**config.mk**
```make
export PLATFORM = sky130hd
export DESIGN_NAME = cmd_reply_engine
export DESIGN_NICKNAME = d
export VERILOG_FILES = /design/src/rtl/cmd_reply_engine.sv
export SDC_FILE = /design/constraint.sdc
export NUM_CORES = 1
export LEC_CHECK = 0
export ABC_AREA = 1
export CAP_MARGIN = 0
export CORE_UTILIZATION = 25
export DETAILED_ROUTE_END_ITERATION = 7
export GPL_TIMING_DRIVEN = 0
export SYNTH_ARGS = -nofsm -noshare
export SYNTH_HDL_FRONTEND = slang
export SYNTH_SLANG_ARGS = --single-unit
```
**constraint.sdc**
```tcl
create_clock -name fx2_clk -period 3.4 [get_ports fx2_clk]
set_input_delay 0.34 -clock fx2_clk [delete_from_list [all_inputs] [get_ports fx2_clk]]
set_output_delay 0.34 -clock fx2_clk [all_outputs]
set_load 0.02 [all_outputs]
```
**src/rtl/cmd_reply_engine.sv**
```systemverilog
// cmd_reply_engine
// Host-side command decoder for the FX2 bridge. Bytes arrive one per cmd_wr
// strobe and are assembled into register read/write frames. Each frame
// drives one bus strobe, and the engine returns a framed reply packet.
//
// Reply channel handshake: a byte is transferred on every rising edge where
// reply_rdy and reply_ack are both 1. reply and reply_end hold steady until
// that edge. The next byte is presented on the following cycle. reply_ack is
// ignored while reply_rdy is 0.
//
// Command channel: there is no backpressure. A cmd_wr byte arriving while a
// frame is executing or replying is dropped and sets the sticky overrun flag.

module cmd_reply_engine #(
  parameter logic [15:0] TIMEOUT_CYCLES = 16'd50000
) (
  input  logic        fx2_clk,
  input  logic        reset,
  input  logic [7:0]  cmd,
  input  logic        cmd_wr,
  output logic [7:0]  reg_addr,
  output logic [31:0] reg_wdata,
  output logic        reg_wr,
  output logic        reg_rd,
  input  logic [31:0] reg_rdata,
  output logic [7:0]  reply,
  output logic        reply_rdy,
  input  logic        reply_ack,
  output logic        reply_end,
  output logic        overrun,
  output logic [2:0]  dbg_state
);

  localparam logic [7:0] OP_READ  = 8'h01;
  localparam logic [7:0] OP_WRITE = 8'h02;
  localparam logic [7:0] HDR_READ = 8'hA1;
  localparam logic [7:0] HDR_WR   = 8'hA2;
  localparam logic [7:0] HDR_ERR  = 8'hEE;

  typedef enum logic [2:0] {
    S_IDLE    = 3'd0,
    S_ADDR    = 3'd1,
    S_DATA    = 3'd2,
    S_EXEC    = 3'd3,
    S_RD_WAIT = 3'd4,
    S_REPLY   = 3'd5
  } state_t;

  state_t      r_state;
  state_t      w_next;

  logic        r_is_write;   // opcode of the frame in progress
  logic [1:0]  r_byte_cnt;   // data bytes received so far in DATA
  logic [15:0] r_tmo_cnt;    // idle cycles since the last frame byte
  logic [7:0]  r_addr;
  logic [31:0] r_wdata;
  logic [7:0]  r_hdr;        // first reply byte
  logic [7:0]  r_arg;        // second reply byte: address or bad opcode
  logic [31:0] r_rbuf;       // captured read data
  logic [2:0]  r_idx;        // reply byte currently presented
  logic        r_overrun;

  logic        w_in_frame;
  logic        w_tmo_hit;
  logic        w_busy;
  logic [2:0]  w_last_idx;
  logic        w_on_last;
  logic [7:0]  w_reply_byte;

  // A partial frame expires only on an idle cycle. A byte arriving on the
  // expiry cycle wins and restarts the count.
  assign w_in_frame = (r_state == S_ADDR) || (r_state == S_DATA);
  assign w_tmo_hit  = w_in_frame && !cmd_wr && (r_tmo_cnt == TIMEOUT_CYCLES);
  assign w_busy     = (r_state == S_EXEC) || (r_state == S_RD_WAIT) ||
                      (r_state == S_REPLY);
  // Read replies are 6 bytes long; write and error replies are 2 bytes.
  assign w_last_idx = (r_hdr == HDR_READ) ? 3'd5 : 3'd1;
  assign w_on_last  = (r_idx == w_last_idx);

  assign reg_addr  = r_addr;
  assign reg_wdata = r_wdata;
  assign overrun   = r_overrun;
  assign dbg_state = r_state;

  // State register.
  always_ff @(posedge fx2_clk or posedge reset) begin
    if (reset) begin
      r_state <= S_IDLE;
    end else begin
      r_state <= w_next;
    end
  end

  // Next-state decode; the strobes and reply outputs follow the state.
  always_comb begin
    w_next    = r_state;
    reg_wr    = 1'b0;
    reg_rd    = 1'b0;
    reply_rdy = 1'b0;
    reply_end = 1'b0;
    reply     = 8'h00;
    case (r_state)
      S_IDLE: begin
        if (cmd_wr) begin
          if ((cmd == OP_READ) || (cmd == OP_WRITE)) begin
            w_next = S_ADDR;
          end else begin
            w_next = S_REPLY;
          end
        end
      end
      S_ADDR: begin
        if (cmd_wr) begin
          w_next = r_is_write ? S_DATA : S_EXEC;
        end else if (w_tmo_hit) begin
          w_next = S_IDLE;
        end
      end
      S_DATA: begin
        if (cmd_wr) begin
          if (r_byte_cnt == 2'd3) begin
            w_next = S_EXEC;
          end
        end else if (w_tmo_hit) begin
          w_next = S_IDLE;
        end
      end
      S_EXEC: begin
        reg_wr = r_is_write;
        reg_rd = !r_is_write;
        w_next = r_is_write ? S_REPLY : S_RD_WAIT;
      end
      S_RD_WAIT: begin
        w_next = S_REPLY;
      end
      S_REPLY: begin
        reply_rdy = 1'b1;
        reply     = w_reply_byte;
        reply_end = w_on_last;
        if (reply_ack && w_on_last) begin
          w_next = S_IDLE;
        end
      end
      default: begin
        w_next = S_IDLE;
      end
    endcase
  end

  // Select the reply byte at the current packet index.
  always_comb begin
    w_reply_byte = r_rbuf[31:24];
    case (r_idx)
      3'd0:    w_reply_byte = r_hdr;
      3'd1:    w_reply_byte = r_arg;
      3'd2:    w_reply_byte = r_rbuf[7:0];
      3'd3:    w_reply_byte = r_rbuf[15:8];
      3'd4:    w_reply_byte = r_rbuf[23:16];
      default: w_reply_byte = r_rbuf[31:24];
    endcase
  end

  // Capture the opcode, address and little-endian write data.
  always_ff @(posedge fx2_clk or posedge reset) begin
    if (reset) begin
      r_is_write <= 1'b0;
      r_byte_cnt <= 2'd0;
      r_addr     <= 8'h00;
      r_wdata    <= 32'h0;
      r_hdr      <= 8'h00;
      r_arg      <= 8'h00;
    end else if (cmd_wr) begin
      case (r_state)
        S_IDLE: begin
          r_is_write <= (cmd == OP_WRITE);
          if (cmd == OP_READ) begin
            r_hdr <= HDR_READ;
          end else if (cmd == OP_WRITE) begin
            r_hdr <= HDR_WR;
          end else begin
            r_hdr <= HDR_ERR;
            r_arg <= cmd;
          end
        end
        S_ADDR: begin
          r_addr     <= cmd;
          r_arg      <= cmd;
          r_byte_cnt <= 2'd0;
        end
        S_DATA: begin
          // After four shifts, the first data byte sits in bits [7:0].
          r_wdata    <= {cmd, r_wdata[31:8]};
          r_byte_cnt <= r_byte_cnt + 2'd1;
        end
        default: begin
        end
      endcase
    end
  end

  // Frame inactivity counter. It runs only while a frame is partially received.
  always_ff @(posedge fx2_clk or posedge reset) begin
    if (reset) begin
      r_tmo_cnt <= 16'd0;
    end else if (!w_in_frame || cmd_wr || w_tmo_hit) begin
      r_tmo_cnt <= 16'd0;
    end else begin
      r_tmo_cnt <= r_tmo_cnt + 16'd1;
    end
  end

  // Latch read data one cycle after reg_rd, and step through the reply bytes.
  always_ff @(posedge fx2_clk or posedge reset) begin
    if (reset) begin
      r_rbuf <= 32'h0;
      r_idx  <= 3'd0;
    end else begin
      if (r_state == S_RD_WAIT) begin
        r_rbuf <= reg_rdata;
      end
      if (r_state != S_REPLY) begin
        r_idx <= 3'd0;
      end else if (reply_ack) begin
        r_idx <= w_on_last ? 3'd0 : (r_idx + 3'd1);
      end
    end
  end

  // Sticky flag: a command byte arrived while the engine could not take it.
  always_ff @(posedge fx2_clk or posedge reset) begin
    if (reset) begin
      r_overrun <= 1'b0;
    end else if (cmd_wr && w_busy) begin
      r_overrun <= 1'b1;
    end
  end

endmodule

```
==> results_dict.tcl <==
set metrics [dict create \
    die_y_um 144 \
    hpwl_mm 10.0 \
    startpoint_type "flip-flop" \
    fin_skew_ns 0.00910 \
    synth-simple-area-share_pct 26.1 \
    timing.critical_path.required_ns 3.06 \
    cp.arrival_ns 2.86 \
    cts.clk_slew.worst_paths_ns 0.07 \
    min_path_cells 2 \
    utilization_pct 34.1 \
    grt_pass1_vias 4178 \
    whs_ns 0.319 \
    cts_buffers 9 \
    vias 4214 \
    yosysSeqAreaShare_pct 54.5 \
    nNetsFinal 779 \
    maxCapViolCount 0 \
    place_area_um2 6390 \
    setup_violations 0 \
    area_delta_synth_final_pct 32.8 \
    drtAntennaViolNets 0 \
    antenna_found_initial 0 \
    tightest_slew_ns 0.676 \
    yosysTopAreaCellShare_pct 54.5 \
    switching_share_pct 39.9 \
    p_per_area_nw_per_um2 846 \
    fin_crit_sh_pct 94.2 \
    cts_setup_buffers 0 \
    min_from "cmd_wr" \
    drtIter0Drc 214 \
    synth_top_area_cell "dfrtp_1" \
    multi_input_area_um2 1960 \
    io_buffers 98 \
    maxSlewViolCount 0 \
    route.detailed.drc 0 \
    start_util_pct 25.7 \
    dp.cells 981 \
    gp_congestion 0.814 \
    track_usage_pct 13.6 \
    p_seq_share_pct 38.0 \
    htree_num_levels 3 \
    drive_above_1_share_pct 6.69 \
    clk_latency_ns 0.35 \
    power.internal_mw 3.41 \
    grt_overflow_total 0 \
    synth-async-reset-ratio_pct 100 \
    synth_top_family_by_area "simple AND/OR/NAND/NOR gates" \
    finalPower_mw 5.67 \
    p_sw_mw 2.26 \
    fin_area_um2 6700 \
    fin_ws_ns 0.196 \
    slew_headroom_pct 54.7 \
    crit_fanout 9 \
    power.leakage_nw 3.15 \
    setup_tns_ns 0 \
    worstSetupPathType "reg2out" \
    firstDrtPassIters 5 \
    wire_per_inst_um 13.3 \
    p_clk_share_pct 19.3 \
    cts.path.max_buffers 2 \
    yosys_warnings 0 \
    avgSynthCellArea_um2 8.18 \
    die-area_um2 20800 \
    grt_pass1_wl_mm 21.5 \
    synth_compound_area_share_pct 9.27 \
    final-hold-violation-count 0 \
    synth_xor_area_share_pct 1.56 \
    holdBufCountCts 0 \
    die_w_um 144 \
    fillers 2141 \
    ys_types 34 \
    cts.sinks 110 \
    netlist_area_um2 5050 \
    clock.fmax_mhz 312 \
    wirelength_mm 13.3 \
    seq_area_um2 2750 \
    rsz0062_at_grt "false" \
    min_period_ns 3.20 \
    max-vdd-ir-drop_mv 0.314 \
    grt_max_degree 61 \
    critPathCaptureType "output port" \
    netlist_instances 617 \
    num_rows 51 \
    pre_cts_ws_ns 0.492 \
    antenna_cells 0 \
    cp-startpoint "r_idx[0]" \
    synth_edf_count 0 \
    ys_ff_latch 110 \
    fin_cells 997 \
    r2r_cells 5 \
    synthAdderAreaFrac_pct 1.98 \
    muxShareOfSynthArea_pct 0 \
    postCtsResizedCells 0 \
    avgViaCountPerCell 4.23 \
    status "completed" \
    core_area_um2 19700 \
    io_pins 100 \
    clockRootBuffer "clkbuf_16" \
    synth.most_common_cell "nand2_1" \
    rr_startpoint "dbg_state[0]" \
    combinationalPowerShare_pct 42.7 \
    yosys-top-cells-area "dfrtp_1 55%, nand2_1 17%, o21ai_0 5.5%" \
    hp-class "in2reg" \
    synth_common_cells "232 x nand2_1, 110 x dfrtp_1, 59 x inv_1" \
    synth_nets 669 \
    synthFlopType "dfrtp_1" \
    cts_tree "built" \
]
worst paths after layout:
path	slack [ns]	end
worst max-delay path	0.20	reply[1]
worst min-delay path	0.32	overrun
worst max register to register	1.71	reg_wdata[13]
worst min register to register	0.47	overrun
max in group asynchronous	2.21	r_idx[1]
min in group asynchronous	0.46	reg_wdata[3]
layer usage:
metal  up-vias  GRT usage [%]  wire length (um)
met5         -              0                 0
met4         0           4.37               176
met3        13           2.28               452
met2        63           22.0              6300
met1      1979           18.3              6350
li1       2159              -                 -
cell families (layout without fill, tap and decap cells):
| kind of cell | Yosys count | count (layout) |
|---|---|---|
| AOI/OAI and AO/OA | 86 | 86 |
| buffers and inverters | 83 | 198 |
| xor gates and xnor gates | 9 | 9 |
| and+or+nand+nor | 321 | 321 |
| adders and majority gates | 8 | 8 |
| DFF | 110 | 110 |
layout by cell type (no fill, tap or decap), types with 4 or more instances in the layout:
master	count
nand2_1	232
clkbuf_1	9
inv_1	57
xor2_1	7
buf_2	5
nor2_1	45
clkdlybuf4s50_1	96
a21oi_1	10
nand3_1	18
o21ai_0	55
ha_1	8
clkbuf_16	9
inv_2	8
dfrtp_1	110
nor3_1	9
o21ai_1	6
nand4_1	4
critical path: stages (launching register included):
cell and delay, ns:
dfrtp_1 0.40, ha_1 0.21, ha_1 0.17, clkbuf_1 0.24, nor2_1 0.16, nand3_1 0.22
inv_2 0.18, nand2_1 0.07, a31oi_1 0.22, clkdlybuf4s50_1 0.64
state kept, by name (all words and copies together) (netlist names):
signal / cells
r_byte_cnt: 2
r_idx: 3
r_hdr: 4
r_tmo_cnt: 16
dbg_state: 3
reg_addr: 8
reg_wdata: 32
r_is_write: 1
overrun: 1
r_rbuf: 32
r_arg: 8
power groups by stage:
stage          clock (mW)  combinational (mW)  sequential, mW
4_1_cts              1.13                2.46            2.16
2_1_floorplan           0                1.18            2.38
3_3_place_gp            0                2.42            2.17
3_5_place_dp            0                2.46            2.18
5_1_grt              1.17                2.73            2.21
6_report             1.09                2.42            2.15
layout make-up:
type                            count  share of cell area (%)
Buffer                             17                    1.27
Clock buffer                       10                    3.57
Clock inverter                      6                    1.03
Inverter                           66                    3.73
Multi-Input combinational cell    424                    29.3
Sequential cell                   110                    41.1
Tap cell                          265                    4.95
Timing Repair Buffer               99                    15.1
No activity file was read; power rests on OpenSTA's default activity.
